## src/rtl/pwm_breathe_multi.sv

```systemverilog
// pwm_breathe_multi
//   Multi-channel PWM generator. All channels share one period counter. Each
//   channel either follows a manually written duty or a triangle "breathing"
//   ramp. Duty changes are applied only at period boundaries, so no output
//   ever shows a truncated or stretched pulse.
//
// Build option:
//   PWM_BREATHE_EN  defined   -> breathing ramp logic present
//                   undefined -> every channel is manual; mode, step_period
//                                and breath_max are accepted but ignored
//
// Ports:
//   clk          in   clock
//   rst          in   synchronous active-high reset
//   en           in   global enable; freezes the counters and forces outputs low
//   mode         in   [CHANNELS]  per-channel: 1 = breathing, 0 = manual
//   duty_wr      in   write strobe for a manual duty shadow register
//   duty_sel     in   [SEL_W]     target channel (values >= CHANNELS ignored)
//   duty_data    in   [DUTY_W]    manual duty value
//   step_period  in   [STEP_W]    N -> one breathing step every N+1 periods
//   breath_max   in   [DUTY_W]    breathing ceiling
//   pwm_out      out  [CHANNELS]  registered PWM outputs
//   period_tick  out  one-cycle pulse on the last cycle of every PWM period
//
// Register port handshake: duty_wr is a single-cycle strobe with no
// back-pressure. Each cycle it is high, duty_data is captured into the shadow
// register selected by duty_sel at that clock edge; there is no ready signal
// and no acknowledge.
module pwm_breathe_multi #(
  parameter int CHANNELS = 4,
  parameter int DUTY_W   = 8,
  parameter int STEP_W   = 16,
  localparam int SEL_W   = (CHANNELS > 1) ? $clog2(CHANNELS) : 1
) (
  input  logic                clk,
  input  logic                rst,
  input  logic                en,
  input  logic [CHANNELS-1:0] mode,
  input  logic                duty_wr,
  input  logic [SEL_W-1:0]    duty_sel,
  input  logic [DUTY_W-1:0]   duty_data,
  input  logic [STEP_W-1:0]   step_period,
  input  logic [DUTY_W-1:0]   breath_max,
  output logic [CHANNELS-1:0] pwm_out,
  output logic                period_tick
);

  // Counter runs 0 .. 2^DUTY_W-2, so a duty of all-ones is high for the
  // whole period and a duty of zero is never high.
  localparam logic [DUTY_W-1:0] CNT_MAX = {{(DUTY_W-1){1'b1}}, 1'b0};

  logic [DUTY_W-1:0]   cnt_q, cnt_d;
  logic                wrap;
  logic [DUTY_W-1:0]   shadow_q [CHANNELS];
  logic [DUTY_W-1:0]   shadow_d [CHANNELS];
  logic [DUTY_W-1:0]   active_q [CHANNELS];
  logic [DUTY_W-1:0]   active_d [CHANNELS];
  logic [CHANNELS-1:0] pwm_q, pwm_d;

  assign wrap        = en && (cnt_q == CNT_MAX);
  assign period_tick = wrap && !rst;
  assign pwm_out     = pwm_q;

  // Shared period counter
  always_comb begin
    cnt_d = cnt_q;
    if (en) begin
      cnt_d = wrap ? '0 : cnt_q + 1'b1;
    end
  end

  // Shadow registers. Comparing against each channel index (rather than
  // indexing by duty_sel) makes out-of-range selects fall through naturally.
  always_comb begin
    for (int i = 0; i < CHANNELS; i++) begin
      shadow_d[i] = shadow_q[i];
      if (duty_wr && (duty_sel == SEL_W'(i))) begin
        shadow_d[i] = duty_data;
      end
    end
  end

  // Output compare uses the pre-wrap active value, so the first cycle of a
  // new period still reflects the old duty.
  always_comb begin
    pwm_d = '0;
    for (int i = 0; i < CHANNELS; i++) begin
      pwm_d[i] = en && (cnt_q < active_q[i]);
    end
  end

`ifdef PWM_BREATHE_EN
  logic [STEP_W-1:0]   scnt_q, scnt_d;
  logic                step;
  logic [DUTY_W-1:0]   level_q [CHANNELS];
  logic [DUTY_W-1:0]   level_d [CHANNELS];
  logic [CHANNELS-1:0] down_q, down_d;   // ramp direction, 1 = falling

  assign step = wrap && (scnt_q == step_period);

  always_comb begin
    scnt_d = scnt_q;
    if (wrap) begin
      scnt_d = step ? '0 : scnt_q + 1'b1;
    end
  end

  // Triangle ramp. Each end of the ramp spends one extra step in place while
  // the direction flips, giving the one-step dwell. The ceiling is checked
  // only while rising, so lowering breath_max clamps on the next up step.
  always_comb begin
    down_d = down_q;
    for (int i = 0; i < CHANNELS; i++) begin
      level_d[i] = level_q[i];
      if (!mode[i]) begin
        // Manual channels keep their ramp parked so breathing restarts at 0
        level_d[i] = '0;
        down_d[i]  = 1'b0;
      end else if (step) begin
        if (!down_q[i]) begin
          if (level_q[i] >= breath_max) begin
            level_d[i] = breath_max;
            down_d[i]  = 1'b1;
          end else begin
            level_d[i] = level_q[i] + 1'b1;
          end
        end else begin
          if (level_q[i] == '0) begin
            down_d[i] = 1'b0;
          end else begin
            level_d[i] = level_q[i] - 1'b1;
          end
        end
      end
    end
  end

  // active takes the pre-step level, so a step shows up one period later
  always_comb begin
    for (int i = 0; i < CHANNELS; i++) begin
      active_d[i] = active_q[i];
      if (wrap) begin
        active_d[i] = mode[i] ? level_q[i] : shadow_q[i];
      end
    end
  end

  always_ff @(posedge clk) begin
    if (rst) begin
      scnt_q <= '0;
      down_q <= '0;
      for (int i = 0; i < CHANNELS; i++) begin
        level_q[i] <= '0;
      end
    end else begin
      scnt_q <= scnt_d;
      down_q <= down_d;
      for (int i = 0; i < CHANNELS; i++) begin
        level_q[i] <= level_d[i];
      end
    end
  end
`else
  always_comb begin
    for (int i = 0; i < CHANNELS; i++) begin
      active_d[i] = wrap ? shadow_q[i] : active_q[i];
    end
  end

  // Breathing controls are kept on the port list but have no function here
  logic unused_cfg;
  assign unused_cfg = ^{mode, step_period, breath_max};
`endif

  always_ff @(posedge clk) begin
    if (rst) begin
      cnt_q <= '0;
      pwm_q <= '0;
      for (int i = 0; i < CHANNELS; i++) begin
        shadow_q[i] <= '0;
        active_q[i] <= '0;
      end
    end else begin
      cnt_q <= cnt_d;
      pwm_q <= pwm_d;
      for (int i = 0; i < CHANNELS; i++) begin
        shadow_q[i] <= shadow_d[i];
        active_q[i] <= active_d[i];
      end
    end
  end

endmodule

```

## config.mk

```make
export PLATFORM = sky130hd
export DESIGN_NAME = pwm_breathe_multi
export DESIGN_NICKNAME = d
export VERILOG_FILES = /design/src/rtl/pwm_breathe_multi.sv
export SDC_FILE = /design/constraint.sdc
export NUM_CORES = 1
export LEC_CHECK = 0
export CORE_AREA = 2 2 91 93
export CTS_CLUSTER_SIZE = 16
export DETAILED_ROUTE_END_ITERATION = 10
export DIE_AREA = 0 0 93 95
export HOLD_SLACK_MARGIN = 0.08
export PLACE_DENSITY = 0.76
export SYNTH_ARGS = -nofsm -noshare
export SYNTH_HDL_FRONTEND = slang
export SYNTH_SLANG_ARGS = --single-unit
```

## constraint.sdc

```tcl
create_clock -name clk -period 1.7 [get_ports clk]
set_input_delay 0.17 -clock clk [delete_from_list [all_inputs] [get_ports clk]]
set_output_delay 0.17 -clock clk [all_outputs]
set_load 0.02 [all_outputs]
```

== Word-level counts from Yosys, hierarchy flattened ==
Memory sizes are Yosys's and may differ from the RTL's.
Index checks and enable logic that the tools add are counted.
Cells by class
  bitwise logic cells: 8
  mux-type cells: 20
  eq/ne operators: 4
  order comparisons: 4
  reduce and logical (&&, ||, !) cells: 12
  $add $sub $neg: 1
Operator list (number)
  8-bit 2-to-1 mux: 17
  8-bit less-than comparator: 4
  1-bit logical AND: 10
  8-bit by 1-bit adder with 8-bit output, second input constant: 1
  8-bit == test, second input constant: 1
  1-bit OR: 8
  2-bit == test, second input constant: 2
  1-bit 2-to-1 mux: 3
  2-bit by 1-bit == test with 1-bit output, second input constant: 1
  2-bit logical NOT: 1
  1-bit logical NOT: 1
Storage, ports and cells
  input port bits: 42
  memory bits (writable): 64
  memories kept: 2
  bits in registers: 12
  word-level logic and storage cells: 53
  output and inout port bits: 5
Memories
  active_q: words 4, width 8, read ports 4, clocked after memory_dff 0, write ports 4, line 56  | logic [DUTY_W-1:0] active_q [CHANNELS];
  shadow_q: words 4, width 8, read ports 4, clocked after memory_dff 0, write ports 4, line 54  | logic [DUTY_W-1:0] shadow_q [CHANNELS];

== Logic depth before layout (Yosys ltp) ==
Gate-level depths: netlist of the first run.
  depth after elaboration: 4
  gate-level depth with buffers: 8
  gate-level depth less buffers: 6

== Worst setup path before layout of the first run ==
No wires, ideal clock.
  path type: reg2out
  start: register cnt_q[1]
  end: output port period_tick
  cell stages (with the launch flop): 7
  required time: 1530 ps
  arrival: 1718 ps
  setup slack: -188 ps
  cells stage by stage: dfxtp_1 > ha_1 > nand2_1 > or3_1 > buf_6 > buf_6 > nor2_1
On the way
  word-level cells in the longest chain between the ends: 3
RTL lines
  from (decl): line 52  | logic [DUTY_W-1:0] cnt_q, cnt_d;
  from (signal assigned): line 184  | cnt_q <= cnt_d;
  8-bit == test: line 60  | assign wrap = en && (cnt_q == CNT_MAX);
  1-bit logical AND: line 60
  1-bit logical AND: line 61  | assign period_tick = wrap && !rst;
  to (decl): line 45  | output logic period_tick
No other way between the ends.

== Final worst setup path of the first run ==
  start: register cnt_q[0]
  end: output port period_tick
Same word-level chain as after synthesis.

==> impl_metrics.py, run 1 <==
metrics = {
    "timing": {
        "maxSlewViolCount": 0,
        "fin_setup_tns_ns": -0.0237,
        "fmax_ghz": 0.580,
        "fin_ws_ns": -0.0237,
        "finalHoldViolations": 0,
        "setup_viol_count_final": 1,
        "whs_ns": 0.313,
        "rsz0062_at_grt": "true",
        "fin_skew_ns": 0.00662,
        "min_period_ns": 1.72,
        "relSlewSlack": 0.642,
        "fin_crit_sh": 1.01,
        "worst_pin_slew_ns": 0.537,
    },
    "clock_tree": {
        "cts_buffer_depth": 2,
        "cts_buffers": 9,
        "cts_tree": "done",
        "clock_sinks": 76,
        "htreeDepth": 3,
        "clk_pin_slew_ns": 0.08,
        "cts_hold_buf": 0,
        "clk_latency_ns": 0.35,
        "cts-root-buf": "clkbuf_8",
    },
    "worst_setup_path": {
        "path_cells": "inv_2 -> ha_2 -> nand2_1 -> or3_4 -> nor2_4 -> buf_6",
        "ff2ff_setup_slack_ns": 0,
        "r2r_start": "cnt_q[1]$_SDFFE_PP0P_",
        "cp_max_fo": 2,
        "slowest_delay_ns": 0.35,
        "criticalPathCategory": "flip-flop to primary output",
        "cp-start-kind": "flip-flop",
        "arrival_ns": 1.55,
        "critPathRequiredTime_ns": 1.53,
        "critPathLaunch": "cnt_q[0]$_SDFFE_PP0P_",
        "end_kind": "primary output",
        "cp_slowest_cell": "or3_4",
    },
    "floorplanning": {
        "row_count": 33,
        "die_h_um": 95,
        "initial_core_util": 0.437,
        "die-area_um2": 8840,
        "fp.dieW_um": 93,
        "core_um2": 7930,
        "io_pins": 47,
    },
    "pwr": {
        "peakVddDrop_uv": 631,
        "powerDensity_nw_per_um2": 848,
        "finalPower_uw": 3530,
        "leakagePower_uw": 0.00161,
    },
    "cells_and_area": {
        "seqCellArea_um2": 1530,
        "multi_input_area_um2": 1830,
        "areaGrowthSynthToFinish_pct": 20.1,
        "n_antenna_cell": 0,
        "drive_gt1_frac": 0.137,
        "num-fill-cells": 720,
        "fin_area_um2": 4170,
        "nNetsFinal": 492,
    },
    "synth": {
        "syn-mean-instance-area_um2": 8.96,
        "mappedNetlistArea_um2": 3470,
        "ys.flop_type": "dfxtp_1",
        "ys_seq_elements": 76,
        "syn_inst": 387,
        "syn_nets": 459,
        "yosys_warnings": 0,
        "synth_edf_count": 0,
        "async_flop_share": 0,
        "yosysUniqueCellTypes": 33,
        "yosysSeqAreaShare": 0.439,
    },
    "place": {
        "dp_hpwl_mm": 5.20,
        "gp_congestion": 0.859,
        "io_buffers": 18,
        "place_area_um2": 3850,
    },
    "routing": {
        "wl_mm": 7.75,
        "vias": 2753,
        "avgRoutedWirePerCell_um": 14.6,
        "drt_iter0_drc": 180,
        "drt-pass1-iter-count": 4,
        "met2_length_mm": 3.69,
        "drcViolationCount": 0,
        "vias_per_cell": 5.20,
        "route.met3.wl_um": 307,
        "ant_nets": 0,
        "m1WireLength_mm": 3.55,
        "highest_layer": "met4",
    },
    "grt": {
        "grt_pass1_vias": 2669,
        "grt_use_total": 0.188,
        "grt_pass1_wl_mm": 12.8,
        "antenna_found_initial": 0,
        "grt_max_degree": 54,
        "overflow": 0,
    },
    "job": {
        "drv_cap": 0,
    },
    "hold_path": {
        "hold_start": "rst",
        "hp-class": "input port to flip-flop",
    },
    "outcome": {
        "outcome": "finished, violations left",
        "violations": "setup timing",
    },
}
-- worst paths after layout --
kind,end,cells after the start
worst max-delay path,period_tick,6
worst min-delay path,shadow_q[2][5]$_SDFFE_PP0P_,3
worst min register to register,active_q[3][2]$_SDFFE_PP0P_,2
worst max register to register,pwm_out[2]$_SDFF_PP0_,6
-- synthesized netlist by cell type, types with 3 or more instances --
library cell,instances,share of area
nand2b_1,3,0.0054
ha_1,30,0.11
or3b_1,4,0.010
a211oi_1,4,0.0087
inv_1,29,0.031
xor2_1,3,0.0076
nand3_1,3,0.0043
dfxtp_1,76,0.44
mux2i_1,32,0.092
a2111oi_0,3,0.0076
o21a_1,4,0.0087
buf_6,4,0.013
a21oi_1,38,0.055
a31oi_1,4,0.0072
buf_2,7,0.010
nor3_1,3,0.0043
nand2_1,73,0.079
nor2_1,33,0.036
nand3b_1,3,0.0065
o211ai_1,6,0.013
clkbuf_1,8,0.0087
o2111ai_1,4,0.010
-- placed cells by master (no fill, tap or decap), drive strengths merged, types with 3 or more instances in the layout --
| cell type | n |
|---|---|
| a21oi | 38 |
| a2111oi | 4 |
| mux2i | 32 |
| ha | 30 |
| clkbuf | 10 |
| nor3 | 4 |
| nand4 | 3 |
| dfxtp | 76 |
| nand3 | 3 |
| inv | 29 |
| nand2 | 73 |
| nand3b | 3 |
| a211oi | 4 |
| xor2 | 3 |
| nand2b | 3 |
| or3b | 4 |
| o211ai | 6 |
| nor2 | 33 |
| a31oi | 4 |
| buf | 25 |
| clkdlybuf4s50 | 16 |
| o2111ai | 4 |
| o21a | 4 |
-- registers in the layout (all words and copies together), names as in the netlist --
name / flops
cnt_q: 8
active_q: 32
pwm_out: 4
shadow_q: 32
-- metrics by stage --
step / worst slack (ns) / utilization / cells
global placement: -0.432 / 0.486 / 513
CTS: -0.0291 / 0.516 / 529
global route: -0.0869 / 0.525 / 529
floorplan: 0.0389 / - / 387
finish: -0.0237 / 0.525 / 529
detailed placement: -0.422 / 0.486 / 513
-- cell type report --
type                            count  area share
Clock buffer                       10      0.0306
Clock inverter                      5      0.0186
Inverter                           29      0.0261
Multi-Input combinational cell    263       0.438
Sequential cell                    76       0.366
Tap cell                          105      0.0315
Timing Repair Buffer               41      0.0886
-- per-layer routing --
metal  global-route usage  up-vias
met3               0.0415       19
li1                     -     1386
met2                0.311       57
met4               0.0711        0
met1                0.240     1291
met5                    0        -
-- cells by family after synthesis --
group | share of synthesized area
simple gates | 0.175
mux | 0.0924
buf+inv | 0.0632
xor+xnor | 0.00758
compound gates | 0.115
flops | 0.439
fa+ha+maj | 0.108
-- critical path, delay by kind of cell (launching register included) --
kind / cells / cell delay, ns
adder cells (fa/ha/maj): 1 / 0.18
AND/OR/NAND/NOR: 3 / 0.52
buffers and inverters: 2 / 0.17
flip-flops: 1 / 0.33
-- report_power, final --
part	internal [uW]	switching, uW
Combinational	111	130
Sequential	1810	16.5
Clock	814	649
-- what timing repair did --
action | in CTS | in global routing
pin swaps | 3 | 2
gates resized for setup | 17 | 12
setup buffers | 1 | 0
setup endpoints to repair | 33 | 5
Power figures use the tool's default switching activity.
==> run 2, diff against run 1 <==
--- a/config.mk
+++ b/config.mk
@@ -11,6 +11,9 @@
 export DIE_AREA = 0 0 93 95
 export HOLD_SLACK_MARGIN = 0.08
 export PLACE_DENSITY = 0.76
+export SETUP_SLACK_MARGIN = 0.3
+export SKIP_LAST_GASP = 1
+export SLEW_MARGIN = 10
 export SYNTH_ARGS = -nofsm -noshare
 export SYNTH_HDL_FRONTEND = slang
 export SYNTH_SLANG_ARGS = --single-unit
==> run 2 against run 1 <==
Effect of this change:
- the run still ends with setup timing left
- non-clock buffer count rose by 26
- setup slack got worse by 0.18 ns
- global-route usage rose by 5.7 points
- flip-flop and latch count did not move
- final area rose by 19%
- sequential share of layout area fell by 5.6 points
- via count rose by 15%
- worst hold slack got worse by 0.17 ns
- final cell count rose by 5.1%
- register-to-register slack got worse by 0.20 ns
- first-iteration DRC count rose by 55%
- largest power group unchanged
- highest routed layer unchanged
==> impl_metrics.py, run 2 (synthesis gave the netlist of run 1 again) <==
metrics = {
    "cells_and_area": {
        "multi_input_area_um2": 2130,
        "drive_gt1_frac": 0.328,
        "utilization": 0.623,
        "nNetsFinal": 518,
        "final_cell_mix": "dfxtp_1 (71), nand2_1 (40), mux2i_1 (32), nor2_1 (32), inv_1 (28)",
        "areaGrowthSynthToFinish_pct": 42.4,
        "layout_commonest_cell": "dfxtp_1",
        "fin_area_um2": 4940,
        "n_antenna_cell": 0,
        "biggestRegsByFlops": "active_q (32), shadow_q (32), cnt_q (8)",
        "num-fill-cells": 569,
        "seqCellArea_um2": 1530,
    },
    "pwr": {
        "power_frac_comb": 0.080,
        "power_switching_uw": 857,
        "p_clk_frac": 0.391,
        "powerDensity_nw_per_um2": 702,
        "p_int_uw": 2610,
        "peakVddDrop_uv": 597,
        "leakagePower_uw": 0.00203,
        "seq_power_share": 0.529,
        "swShare": 0.247,
    },
    "worst_setup_path": {
        "timing.critical_path.mode_cell": "buf_4",
        "arrival_ns": 2.21,
        "cp_max_fo": 8,
        "cp-start-kind": "flip-flop",
        "critPathBufInv": 2,
        "criticalPathCategory": "flip-flop to flip-flop",
        "slowest_delay_ns": 0.41,
        "end_kind": "flip-flop",
        "critPathRequiredTime_ns": 2.01,
        "cp_slowest_cell": "a2111oi_4",
        "path_cells": "buf_4 -> ha_4 -> o21a_1 -> o211ai_1 -> a31oi_4 -> a2111oi_4 -> buf_4",
        "critical-path-top-delay-family": "compound AO/OA/AOI/OAI gates",
    },
    "floorplanning": {
        "initial_core_util": 0.437,
        "die_h_um": 95,
        "die-area_um2": 8840,
        "fp.dieW_um": 93,
        "core_um2": 7930,
        "io_pins": 47,
        "row_count": 33,
    },
    "routing": {
        "drt-pass1-iter-count": 5,
        "drt_iter0_drc": 279,
        "ant_nets": 0,
        "wl_mm": 11.1,
        "vias_per_cell": 5.69,
        "vias": 3162,
        "avgRoutedWirePerCell_um": 20.0,
        "drcViolationCount": 0,
    },
    "grt": {
        "overflow": 0,
        "grt_max_degree": 50,
        "grt_use_total": 0.245,
        "grt_pass1_wl_mm": 16.2,
        "antenna_found_initial": 0,
        "grt_pass1_vias": 3180,
    },
    "timing": {
        "min_period_ns": 1.90,
        "worst_pin_slew_ns": 0.615,
        "maxSlewViolCount": 0,
        "rsz0062_at_grt": "true",
        "fmax_ghz": 0.526,
        "fin_skew_ns": 0.00990,
        "finalHoldViolations": 0,
        "fin_ws_ns": -0.201,
        "fin_crit_sh": 1.12,
        "relSlewSlack": 0.590,
        "setup_viol_count_final": 15,
    },
    "job": {
        "drv_cap": 0,
    },
    "clock_tree": {
        "htreeDepth": 3,
        "cts_tree": "done",
        "cts-root-buf": "clkbuf_8",
        "clock_sinks": 76,
        "cts_buffer_depth": 2,
        "clk_latency_ns": 0.36,
        "cts_buffers": 9,
        "clk_pin_slew_ns": 0.08,
    },
    "place": {
        "io_buffers": 18,
        "dp_hpwl_mm": 5.26,
        "place_ws_ns": -0.460,
        "gp_congestion": 0.760,
        "place_area_um2": 3880,
    },
    "hold_path": {
        "hp-class": "input port to flip-flop",
    },
    "outcome": {
        "outcome": "finished, violations left",
        "violations": "setup timing",
    },
}
[run 2: power groups by stage]
| stage | Combinational (uW) | Sequential (uW) | Clock [uW] |
|---|---|---|---|
| detailed placement | 222 | 1870 | 0 |
| global route | 296 | 1840 | 1420 |
| finish | 277 | 1830 | 1350 |
| global placement | 213 | 1870 | 0 |
| floorplan | 118 | 1870 | 0 |
| CTS | 233 | 1830 | 1340 |
[run 2: what timing repair did]
| action | 4_1_cts | 5_1_grt |
|---|---|---|
| buffers inserted | 10 | 8 |
| endpoints found under the setup margin | 43 | 42 |
| pin swaps | 30 | 17 |
| gates cloned | 9 | 0 |
| hold buffers | 0 | 0 |
| endpoints found under the hold margin | 0 | 0 |
| gates resized for setup | 82 | 45 |
[run 2: layout make-up]
cell class / count / share of cell area
timing repair buffer: 67 / 0.171
clock buffer: 11 / 0.0266
sequential: 76 / 0.310
tap: 105 / 0.0266
multi-input combinational: 263 / 0.432
inverter: 29 / 0.0226
clock inverter: 5 / 0.0106
[run 2: metal layers]
metal,wire [um],track usage
met1,4270,0.286
met2,5570,0.406
met3,736,0.0638
met4,524,0.146
met5,0,0
[run 2: through the flow]
step / cells / setup TNS, ns / power, uW / hold slack (ns)
after floorplan: 387 / 0 / 1990 / 0.314
after global placement: 513 / -5.37 / 2080 / 0.440
after detailed placement: 513 / -5.50 / 2090 / 0.443
after CTS: 548 / -0.225 / 3400 / 0.146
after global routing: 556 / -2.39 / 3550 / 0.147
final: 556 / -0.810 / 3460 / 0.143
[run 2: final timing paths]
check | from | to | slack [ns] | depth (start not counted)
worst min-delay path | rst | cnt_q[0]$_SDFFE_PP0P_ | 0.14 | 2
worst min register to register | shadow_q[2][1]$_SDFFE_PP0P_ | active_q[2][1]$_SDFFE_PP0P_ | 0.45 | 2
worst max-delay path | cnt_q[5]$_SDFFE_PP0P_ | pwm_out[3]$_SDFF_PP0_ | -0.20 | 7
worst max register to register | cnt_q[5]$_SDFFE_PP0P_ | pwm_out[3]$_SDFF_PP0_ | -0.20 | 7
==> run 3, diff against run 2 <==
--- a/config.mk
+++ b/config.mk
@@ -5,6 +5,7 @@
 export SDC_FILE = /design/constraint.sdc
 export NUM_CORES = 1
 export LEC_CHECK = 0
+export CAP_MARGIN = 5
 export CORE_AREA = 2 2 91 93
 export CTS_CLUSTER_SIZE = 16
 export DETAILED_ROUTE_END_ITERATION = 10
==> results of run 3 <==
The final DEF is identical to that of run 2; final timing and power are the same.
